===== src/rtl/mem_port_ctrl_pkg.sv =====
// rtl/mem_port_ctrl_pkg.sv - shared constants and response entry type for the SRAM port controller
package mem_port_ctrl_pkg;

  localparam int DEF_ADDR_W = 25;
  localparam int DEF_DATA_W = 64;
  localparam int DEF_IMPL_W = 7;

  typedef struct packed {
    logic [DEF_DATA_W-1:0] data;
    logic                  write;
    logic                  err;
  } rsp_entry_t;

  // Writes and errored requests never carry data back.
  function automatic rsp_entry_t make_entry(input logic [DEF_DATA_W-1:0] data,
                                            input logic write, input logic err);
    rsp_entry_t e;
    e.data  = (write || err) ? '0 : data;
    e.write = write;
    e.err   = err;
    return e;
  endfunction

endpackage


===== src/rtl/mem_rsp_fifo.sv =====
// rtl/mem_rsp_fifo.sv - two-entry response FIFO with valid/ready pop side and occupancy output
module mem_rsp_fifo
  import mem_port_ctrl_pkg::*;
(
  input  logic       clock,
  input  logic       reset_n,
  input  logic       i_push_valid,
  output logic       o_push_ready,
  input  rsp_entry_t i_push_entry,
  output logic       o_pop_valid,
  input  logic       i_pop_ready,
  output rsp_entry_t o_pop_entry,
  output logic [1:0] o_occupancy
);

  rsp_entry_t r_mem [2];
  logic       r_wr_ptr;
  logic       r_rd_ptr;
  logic [1:0] r_count;
  logic       w_push;
  logic       w_pop;

  assign o_push_ready = (r_count != 2'd2);
  assign o_pop_valid  = (r_count != 2'd0);
  assign o_pop_entry  = r_mem[r_rd_ptr];
  assign o_occupancy  = r_count;

  assign w_push = i_push_valid && o_push_ready;
  assign w_pop  = o_pop_valid && i_pop_ready;

  always_ff @(posedge clock or negedge reset_n) begin
    if (!reset_n) begin
      r_wr_ptr <= 1'b0;
      r_rd_ptr <= 1'b0;
      r_count  <= 2'd0;
    end else begin
      if (w_push) r_wr_ptr <= ~r_wr_ptr;
      if (w_pop)  r_rd_ptr <= ~r_rd_ptr;
      case ({w_push, w_pop})
        2'b10:   r_count <= r_count + 2'd1;
        2'b01:   r_count <= r_count - 2'd1;
        default: r_count <= r_count;
      endcase
    end
  end

  // Storage is only ever read behind a valid count, so it carries no reset.
  always_ff @(posedge clock) begin
    if (w_push) r_mem[r_wr_ptr] <= i_push_entry;
  end

endmodule


===== src/rtl/mem_port_ctrl.sv =====
// rtl/mem_port_ctrl.sv - request/response front end for a 1W1R SRAM macro
module mem_port_ctrl
  import mem_port_ctrl_pkg::*;
#(
  parameter int ADDR_W = DEF_ADDR_W,
  parameter int DATA_W = DEF_DATA_W,
  parameter int IMPL_W = DEF_IMPL_W
) (
  input  logic                clock,
  input  logic                reset_n,
  input  logic                req_valid,
  output logic                req_ready,
  input  logic                req_write,
  input  logic [ADDR_W-1:0]   req_addr,
  input  logic [DATA_W-1:0]   req_data,
  input  logic [DATA_W/8-1:0] req_mask,
  output logic                rsp_valid,
  input  logic                rsp_ready,
  output logic [DATA_W-1:0]   rsp_data,
  output logic                rsp_write,
  output logic                rsp_err,
  output logic [ADDR_W-1:0]   W0_addr,
  output logic                W0_en,
  output logic [DATA_W-1:0]   W0_data,
  output logic [DATA_W/8-1:0] W0_mask,
  output logic [ADDR_W-1:0]   R0_addr,
  output logic                R0_en,
  input  logic [DATA_W-1:0]   R0_data
);

  logic       r_if_valid;
  logic       r_if_write;
  logic       r_if_err;
  logic       w_err;
  logic       w_accept;
  logic       w_if_take;
  logic       w_push;
  logic       w_fifo_valid;
  logic       w_fifo_push_ready;
  logic [1:0] w_occ;
  rsp_entry_t w_if_entry;
  rsp_entry_t w_fifo_head;
  rsp_entry_t w_head;

  assign w_err = |req_addr[ADDR_W-1:IMPL_W];

  // Outstanding responses (queued plus in flight) are capped at two; reset holds the port closed.
  assign req_ready = reset_n && (r_if_valid ? (w_occ == 2'd0) : w_fifo_push_ready);
  assign w_accept  = req_valid && req_ready;

  assign W0_en   = w_accept && req_write && !w_err;
  assign W0_addr = req_addr;
  assign W0_data = req_data;
  assign W0_mask = req_mask;
  assign R0_en   = w_accept && !req_write && !w_err;
  assign R0_addr = req_addr;

  always_ff @(posedge clock or negedge reset_n) begin
    if (!reset_n) begin
      r_if_valid <= 1'b0;
      r_if_write <= 1'b0;
      r_if_err   <= 1'b0;
    end else begin
      r_if_valid <= w_accept;
      if (w_accept) begin
        r_if_write <= req_write;
        r_if_err   <= w_err;
      end
    end
  end

  // R0_data is only valid this cycle, so an unconsumed in-flight response is parked in the FIFO now.
  assign w_if_entry = make_entry(R0_data, r_if_write, r_if_err);
  assign w_if_take  = r_if_valid && !w_fifo_valid && rsp_ready;
  assign w_push     = r_if_valid && !w_if_take;

  mem_rsp_fifo u_rsp_fifo (
    .clock        (clock),
    .reset_n      (reset_n),
    .i_push_valid (w_push),
    .o_push_ready (w_fifo_push_ready),
    .i_push_entry (w_if_entry),
    .o_pop_valid  (w_fifo_valid),
    .i_pop_ready  (rsp_ready),
    .o_pop_entry  (w_fifo_head),
    .o_occupancy  (w_occ)
  );

  assign w_head    = w_fifo_valid ? w_fifo_head : w_if_entry;
  assign rsp_valid = w_fifo_valid || r_if_valid;
  assign rsp_data  = w_head.data;
  assign rsp_write = w_head.write;
  assign rsp_err   = w_head.err;

endmodule


===== config.mk =====
export PLATFORM = sky130hd
export DESIGN_NAME = mem_port_ctrl
export DESIGN_NICKNAME = d
export VERILOG_FILES = /design/src/rtl/mem_port_ctrl_pkg.sv /design/src/rtl/mem_rsp_fifo.sv /design/src/rtl/mem_port_ctrl.sv
export SDC_FILE = /design/constraint.sdc
export NUM_CORES = 1
export LEC_CHECK = 0
export CAP_MARGIN = 5
export CORE_AREA = 4 4 138 140
export CTS_CLUSTER_DIAMETER = 30
export DETAILED_ROUTE_END_ITERATION = 7
export DIE_AREA = 0 0 142 144
export GPL_TIMING_DRIVEN = 0
export PLACE_DENSITY = 0.81
export SLEW_MARGIN = 20
export SYNTH_ARGS = -nofsm -noshare
export SYNTH_HDL_FRONTEND = slang
export SYNTH_SLANG_ARGS = --single-unit

===== constraint.sdc =====
create_clock -name clock -period 8.2 [get_ports clock]
set_input_delay 2.05 -clock clock [delete_from_list [all_inputs] [get_ports clock]]
set_output_delay 2.05 -clock clock [all_outputs]
set_load 0.03 [all_outputs]

==> impl.org <==
** Power
- Sequential group share of total power :: 26.7%
- Proportion of power drawn by combinational gates :: 49.6%
- Net load switching power :: 1.29 mW
- Overall power consumption after layout is estimated at 3.33 mW.
- Net switching is 38.9% of the power.
- Leakage power figure :: 4.26 nW
- Cell internal power was estimated by the tool at 2.03 mW.
- The worst-case IR drop observed on VDD is 171 µV.
- Clock power frac :: 23.7%
- Cell Pwr Density :: 299 nW/µm²

** Clock tree
- CTS saw 139 sinks.
- The clock passes through at most 2 buffers.
- For this design, the CTS-stage hold fixing added 0 buffers.
- Cell at the root of the clock tree :: sky130_fd_sc_hd__clkbuf_16
- The H-tree was split into 4 levels.
- Clk pin slew, worst setup/hold paths :: 0.06 ns
- Cells resized by post-CTS repair :: 0
- TritonCTS built the clock tree.
- Setup repair bufs after CTS :: 0
- TritonCTS buffer count :: 17
- Clock latency of the later-clocked register in the worst-skew pair :: 0.42 ns

** Placement
- Routability-driven placement finished with a final weighted congestion of 0.752.
- Worst setup timing slack at the placement stage :: 2.07 ns
- HPWL after detailed placement :: 14000 µm
- Port buffering added 278 buffers.
- Cell area after placement :: 10500 µm²

** Run status
- The run finished with clean final reports.

** Routing
- Remaining design rule violation count :: 0
- Using the TritonRoute via totals, the vias-per-cell ratio works out to 4.75.
- Initial DRC count :: 268
- For this run, the detailed router's first-pass iteration total came to 4.
- After detailed routing, the average wire length per cell comes to 16.6 µm.
- Total wire length after detailed routing :: 18800 µm
- Via count :: 5392
- Antenna violation net count after detailed routing :: 0

** Min path
- In this run the worst hold path is classified as reg2reg.

** Setup path
- At the worst endpoint, the arrival time is 4.04 ns.
- The worst setup path is of the in2out kind.
- Critical Path Source Type :: input port
- Critical path peak fanout :: 9
- Required time of the worst setup path :: 6.15 ns
- The worst setup path is captured at a primary output.

** Final layout
- Final instance area :: 11100 µm²
- Fraction of layout cells with a size suffix above 1 :: 24.0%
- In the final design database the tool counted 1060 nets.
- Relative to the synthesized area, the layout overhead comes to 51.6%.
- In the final layout, the multi-input gates occupy 2040 µm².
- In the final layout, flip-flops and latches occupy 4140 µm².
- Number of fill cells in the layout :: 1424
- 0 antenna diodes ended up in the layout.

** Timing
- Setup violations remaining at the end of the flow were counted as 0.
- The max-slew violation total from the final report is 0.
- For the final routed database, the setup TNS stands at 0 ns.
- Transition time at the pin with the least slew margin :: 0.660 ns
- Worst clock skew :: 0.0170 ns
- Final worst-path setup slack :: 2.11 ns
- Static timing analysis puts the maximum clock frequency at 0.164 GHz.
- Shortest clock period the worst path allows after layout :: 6.09 ns
- The number of hold-slack violations in the final timing report was 0.
- Remaining max-slew budget at the tightest pin :: 55.9%
- Unrepaired setup endpoints after global routing :: false
- After layout, the worst path uses 74.3% of the clock period.

** Floorplan
- Number of placement rows :: 49
- From left edge to right edge, the die measures 142 µm.
- After floorplanning, the core was sized to cover 17800 µm².
- From bottom edge to top edge, the die measures 144 µm.
- The initial utilization of the core area, before any placement, comes to 41.1%.
- Total I/O pin count :: 358
- Floorplan die area :: 20400 µm²

** Yosys
- After synthesis, the netlist uses 30 different library cells.
- By area the synthesized netlist is led by sky130_fd_sc_hd__edfxtp_1 (54%), sky130_fd_sc_hd__buf_4 (13%), sky130_fd_sc_hd__mux2i_1 (9.1%).
- Cell area after synthesis :: 7330 µm²
- Area leader, netlist :: sky130_fd_sc_hd__edfxtp_1
- Proportion of netlist area held by the largest area contributor :: 54.1%
- Number of enable-type register cells in the synthesized netlist :: 132
- Counting flops and latches in the post-synthesis netlist gives 139.
- sky130_fd_sc_hd__edfxtp_1 is the most common cell in the netlist.
- Sequential elements use 56.5% of the synthesized area.
- Yosys warning count :: 0
- The number of nets in the synthesized netlist is 759.
- Counting every instance in the synthesized netlist gives 592.
- Post-synthesis average cell area :: 12.4 µm²
- Synth async-reset ratio :: 5.04%
- The commonest cells after synthesis are sky130_fd_sc_hd__edfxtp_1 (132), sky130_fd_sc_hd__buf_4 (126), sky130_fd_sc_hd__mux2i_1 (67).
- For this run, the leading register cell type out of synthesis is sky130_fd_sc_hd__edfxtp_1.

** Global routing
- Largest net degree at the start of global routing :: 26
- The first global-routing pass estimated 28100 µm of wire.
- Global-route usage over all layers :: 17.7%
- The initial antenna violation count was 0.
- Remaining Overflow, GRT :: 0
- Via count of the first global-routing pass :: 5481

** Run
- The tool flagged a number of max-cap violations equal to 0.
-- sequential cells by signal, summed over array words and instances, names as in the netlist --
name / flops
r_if_err: 1
r_if_valid: 1
r_if_write: 1
u_rsp_fifo.o_occupancy: 2
u_rsp_fifo.r_mem: 132
u_rsp_fifo.r_rd_ptr: 1
u_rsp_fifo.r_wr_ptr: 1
-- critical path: stages --
cell and delay [ns]:
sky130_fd_sc_hd__clkdlybuf4s50_1 0.70, sky130_fd_sc_hd__nand2_1 0.12, sky130_fd_sc_hd__nand4b_1 0.27, sky130_fd_sc_hd__nor3_1 0.19, sky130_fd_sc_hd__clkdlybuf4s50_1 0.71
-- final timing paths --
check                                                 startpoint                                     to  slack, ns  cells after the start
max                                                      reset_n                                  R0_en       2.11                      5
min                                         r_if_err$_DFFE_PN0N_       u_rsp_fifo.r_mem[0][0]$_DFFE_PP_       0.53                      0
max reg2reg                u_rsp_fifo.o_occupancy[1]$_DFFE_PN0P_      u_rsp_fifo.r_mem[0][39]$_DFFE_PP_       6.34                      4
min reg2reg                                 r_if_err$_DFFE_PN0N_       u_rsp_fifo.r_mem[0][0]$_DFFE_PP_       0.53                      0
max in group asynchronous                                reset_n  u_rsp_fifo.o_occupancy[1]$_DFFE_PN0P_       6.00                      1
min in group asynchronous                                reset_n        u_rsp_fifo.r_rd_ptr$_DFFE_PN0P_       1.92                      1
-- cell usage in the layout (no fill, tap or decap), types with 2 or more instances in the layout --
| master | n |
|---|---|
| sky130_fd_sc_hd__clkinvlp_4 | 5 |
| sky130_fd_sc_hd__nand3_2 | 10 |
| sky130_fd_sc_hd__buf_12 | 4 |
| sky130_fd_sc_hd__buf_4 | 126 |
| sky130_fd_sc_hd__inv_6 | 2 |
| sky130_fd_sc_hd__mux2i_1 | 67 |
| sky130_fd_sc_hd__clkdlybuf4s50_1 | 278 |
| sky130_fd_sc_hd__and2_1 | 64 |
| sky130_fd_sc_hd__dfrtp_1 | 7 |
| sky130_fd_sc_hd__nor3_1 | 2 |
| sky130_fd_sc_hd__inv_1 | 2 |
| sky130_fd_sc_hd__nor2_4 | 3 |
| sky130_fd_sc_hd__nor2_1 | 4 |
| sky130_fd_sc_hd__clkbuf_2 | 2 |
| sky130_fd_sc_hd__nor4_1 | 4 |
| sky130_fd_sc_hd__xnor2_1 | 3 |
| sky130_fd_sc_hd__o21ai_2 | 11 |
| sky130_fd_sc_hd__clkbuf_16 | 17 |
| sky130_fd_sc_hd__xor2_1 | 2 |
| sky130_fd_sc_hd__buf_2 | 14 |
| sky130_fd_sc_hd__bufinv_16 | 3 |
| sky130_fd_sc_hd__buf_6 | 9 |
| sky130_fd_sc_hd__nand3_1 | 55 |
| sky130_fd_sc_hd__clkbuf_1 | 7 |
| sky130_fd_sc_hd__clkinv_4 | 4 |
| sky130_fd_sc_hd__edfxtp_1 | 132 |
| sky130_fd_sc_hd__nand2_1 | 3 |
| sky130_fd_sc_hd__o21ai_1 | 56 |
-- power groups by stage --
stage | logic (mW) | registers (mW) | clock network (mW)
floorplan | 0.989 | 0.904 | 0
global placement | 1.64 | 0.912 | 0
finish | 1.65 | 0.890 | 0.788
CTS | 1.67 | 0.890 | 0.803
global route | 1.74 | 0.897 | 0.831
detailed placement | 1.66 | 0.904 | 0
-- final cells by class --
type	count	area share (%)
clock buffers	17	3.83
multi-input cells	292	18.4
inverters	2	0.0676
plain buffers	159	10.4
well taps	229	2.58
clock inverters	15	1.72
repair buffers	282	25.8
flip-flops and latches	139	37.2
-- through the flow --
stage,utilization (%),cells,hold WS (ns)
after floorplan,-,592,0.468
after global placement,58.3,1099,0.484
after detailed placement,58.8,1103,0.514
after CTS,62.3,1135,0.528
after global routing,62.3,1135,0.562
final,62.3,1135,0.531
-- cells by family (layout without fill, tap and decap cells) --
logic type	after synthesis	count (layout)	share of synthesized area (%)
and+or+nand+nor	150	150	12.3
buffers and inverters	161	475	15.9
muxes	68	68	9.35
AOI/OAI and AO/OA	68	68	5.27
adders and majority gates	1	1	0.171
DFF	139	139	56.5
xor gates and xnor gates	5	5	0.597
-- routing by layer --
layer / vias up / wire length (µm) / GRT usage [%]
li1: 2609 / - / -
met1: 2546 / 7200 / 20.5
met5: - / 0 / 0
met2: 218 / 9830 / 31.2
met4: 0 / 252 / 5.56
met3: 19 / 1560 / 5.82
Note: power is estimated with default switching activity, not from simulation.
==> RTL edit: new RTL, same flow settings <==
Make the reset (`reset_n`) synchronous in 2 clocked blocks.
--- a/src/rtl/mem_rsp_fifo.sv
+++ b/src/rtl/mem_rsp_fifo.sv
@@ -30,3 +30,3 @@
 
-  always_ff @(posedge clock or negedge reset_n) begin
+  always_ff @(posedge clock) begin
     if (!reset_n) begin
--- a/src/rtl/mem_port_ctrl.sv
+++ b/src/rtl/mem_port_ctrl.sv
@@ -57,3 +57,3 @@
 
-  always_ff @(posedge clock or negedge reset_n) begin
+  always_ff @(posedge clock) begin
     if (!reset_n) begin
Behaviour: differs if reset_n is asserted again (counterexample within 4 cycles, from zero or initial values and one cycle with reset_n low); with reset_n held inactive, the same outputs for 4 cycles.
==> RTL edit against the original RTL <==
Power shrank 9.0%. Clock skew shrank 7.0 ps. Sequential cell count grew 1. Setup slack lost 260 ps. Worst hold slack lost 17 ps. Final area shrank 0.39%. Via count grew 2.1%. Die area is the same. Synthesized area shrank 0.36%. Sequential power shrank 1%. Routed wire length grew 4.7%. Largest power group unchanged.
==> RTL edit: results (changes against the original RTL) <==
status=complete, no violations; RR Endpoint=u_rsp_fifo.r_mem[1][29]; most common library cells after synthesis=132 x edfxtp_1, 122 x buf_4, 67 x and2_1, 67 x nand3_1, 66 x mux2i_1; post-synthesis xor/xnor area fraction=0.360% (-0.24 points); gpl congestion=0.807 (+7.3%); first-pass GRT wire length=29.6 mm (+5.4%); top cells by area, synth=edfxtp_1 54%, buf_4 13%, mux2i_1 9.0%; M1 WL=7.44 mm (+3.3%); hold slack=514 ps (-16.5 ps); DR vias=5506 (+2.1%); synthesized instance count=604 (+2.0%); Tot GR Track Use=18.7% (+0.98 points); synth unique cells=29 (-3.3%); hpwl dp=14.6 mm (+4.3%); share of cells above drive strength 1=20.3% (-3.7 points); compound-cell area share of the yosys netlist=5.45% (+0.17 points); # clk buffers=19 (+2); Worst R2R Start=u_rsp_fifo.o_occupancy[1]; sequential cell area fraction in the yosys report=56.5% (about the same); reg-to-reg slack, setup=6150 ps (-190 ps); post-synthesis mux area share=9.35% (about the same); WP data arrival=4300 ps (+260 ps); GR Util met1=21.7% (+1.2 points); Final Worst Setup Slack=1850 ps (-258 ps); Final Util=62.0% (-0.25 points); Pleak=4.08 nW (-4.1%); largest net degree at the start of global routing=41 (+58%); placed inst area=10500 um^2 (about the same); final wirelength=19.7 mm (+4.7%); vias in the first global route=5812 (+6.0%); Adder-Cell Fraction of Synth Area=0.171% (+0.00061 points); syn nets=771 (+1.6%); Critical Path Start=req_addr[7]; WL/cell=17.2 um (+3.6%); Seq. cell area=4120 um^2 (-0.36%); Max VDD drop=0.000167 V (-2.7%); ClkCell Share=5.26% (-0.29 points); area grow syn2layout=51.5% (about the same); nets=1072 (+1.1%); DRT iter0 DRCs=231 (-14%); multi-input combinational area share=18.0% (-0.41 points); hold depth=2 (+2); fill cell count=1444 (+1.4%); wire length on met2=10.3 mm (+5.0%); Yosys reg bits=140 (+0.72%)
-- RTL edit: changes by cell type after synthesis, sizes merged, moves of 3 or more --
cell	unedited run	this run
a21oi	0	3
dfrtp	7	0
dfxtp	0	8
inv	2	5
-- RTL edit: kinds of logic (layout without fill, tap and decap cells) --
family / after synthesis / count (layout)
compound gates: 76 / 76
xor+xnor: 3 / 3
fa+ha+maj: 1 / 1
buf+inv: 164 / 478
flops: 140 / 140
mux: 67 / 67
simple gates: 153 / 153
-- RTL edit: power breakdown --
group | leakage [nW] | internal, mW | switching (mW) | total (mW)
sequential | 1.28 | 0.862 | 0.0176 | 0.879
clock | 0.280 | 0.474 | 0.275 | 0.750
combinational | 2.52 | 0.588 | 0.812 | 1.40
-- RTL edit: worst max-delay path: stages --
cell and delay, ps:
clkdlybuf4s50_1 450, nor4_1 470, nand4_2 180, nor3_1 380, clkdlybuf4s50_1 780
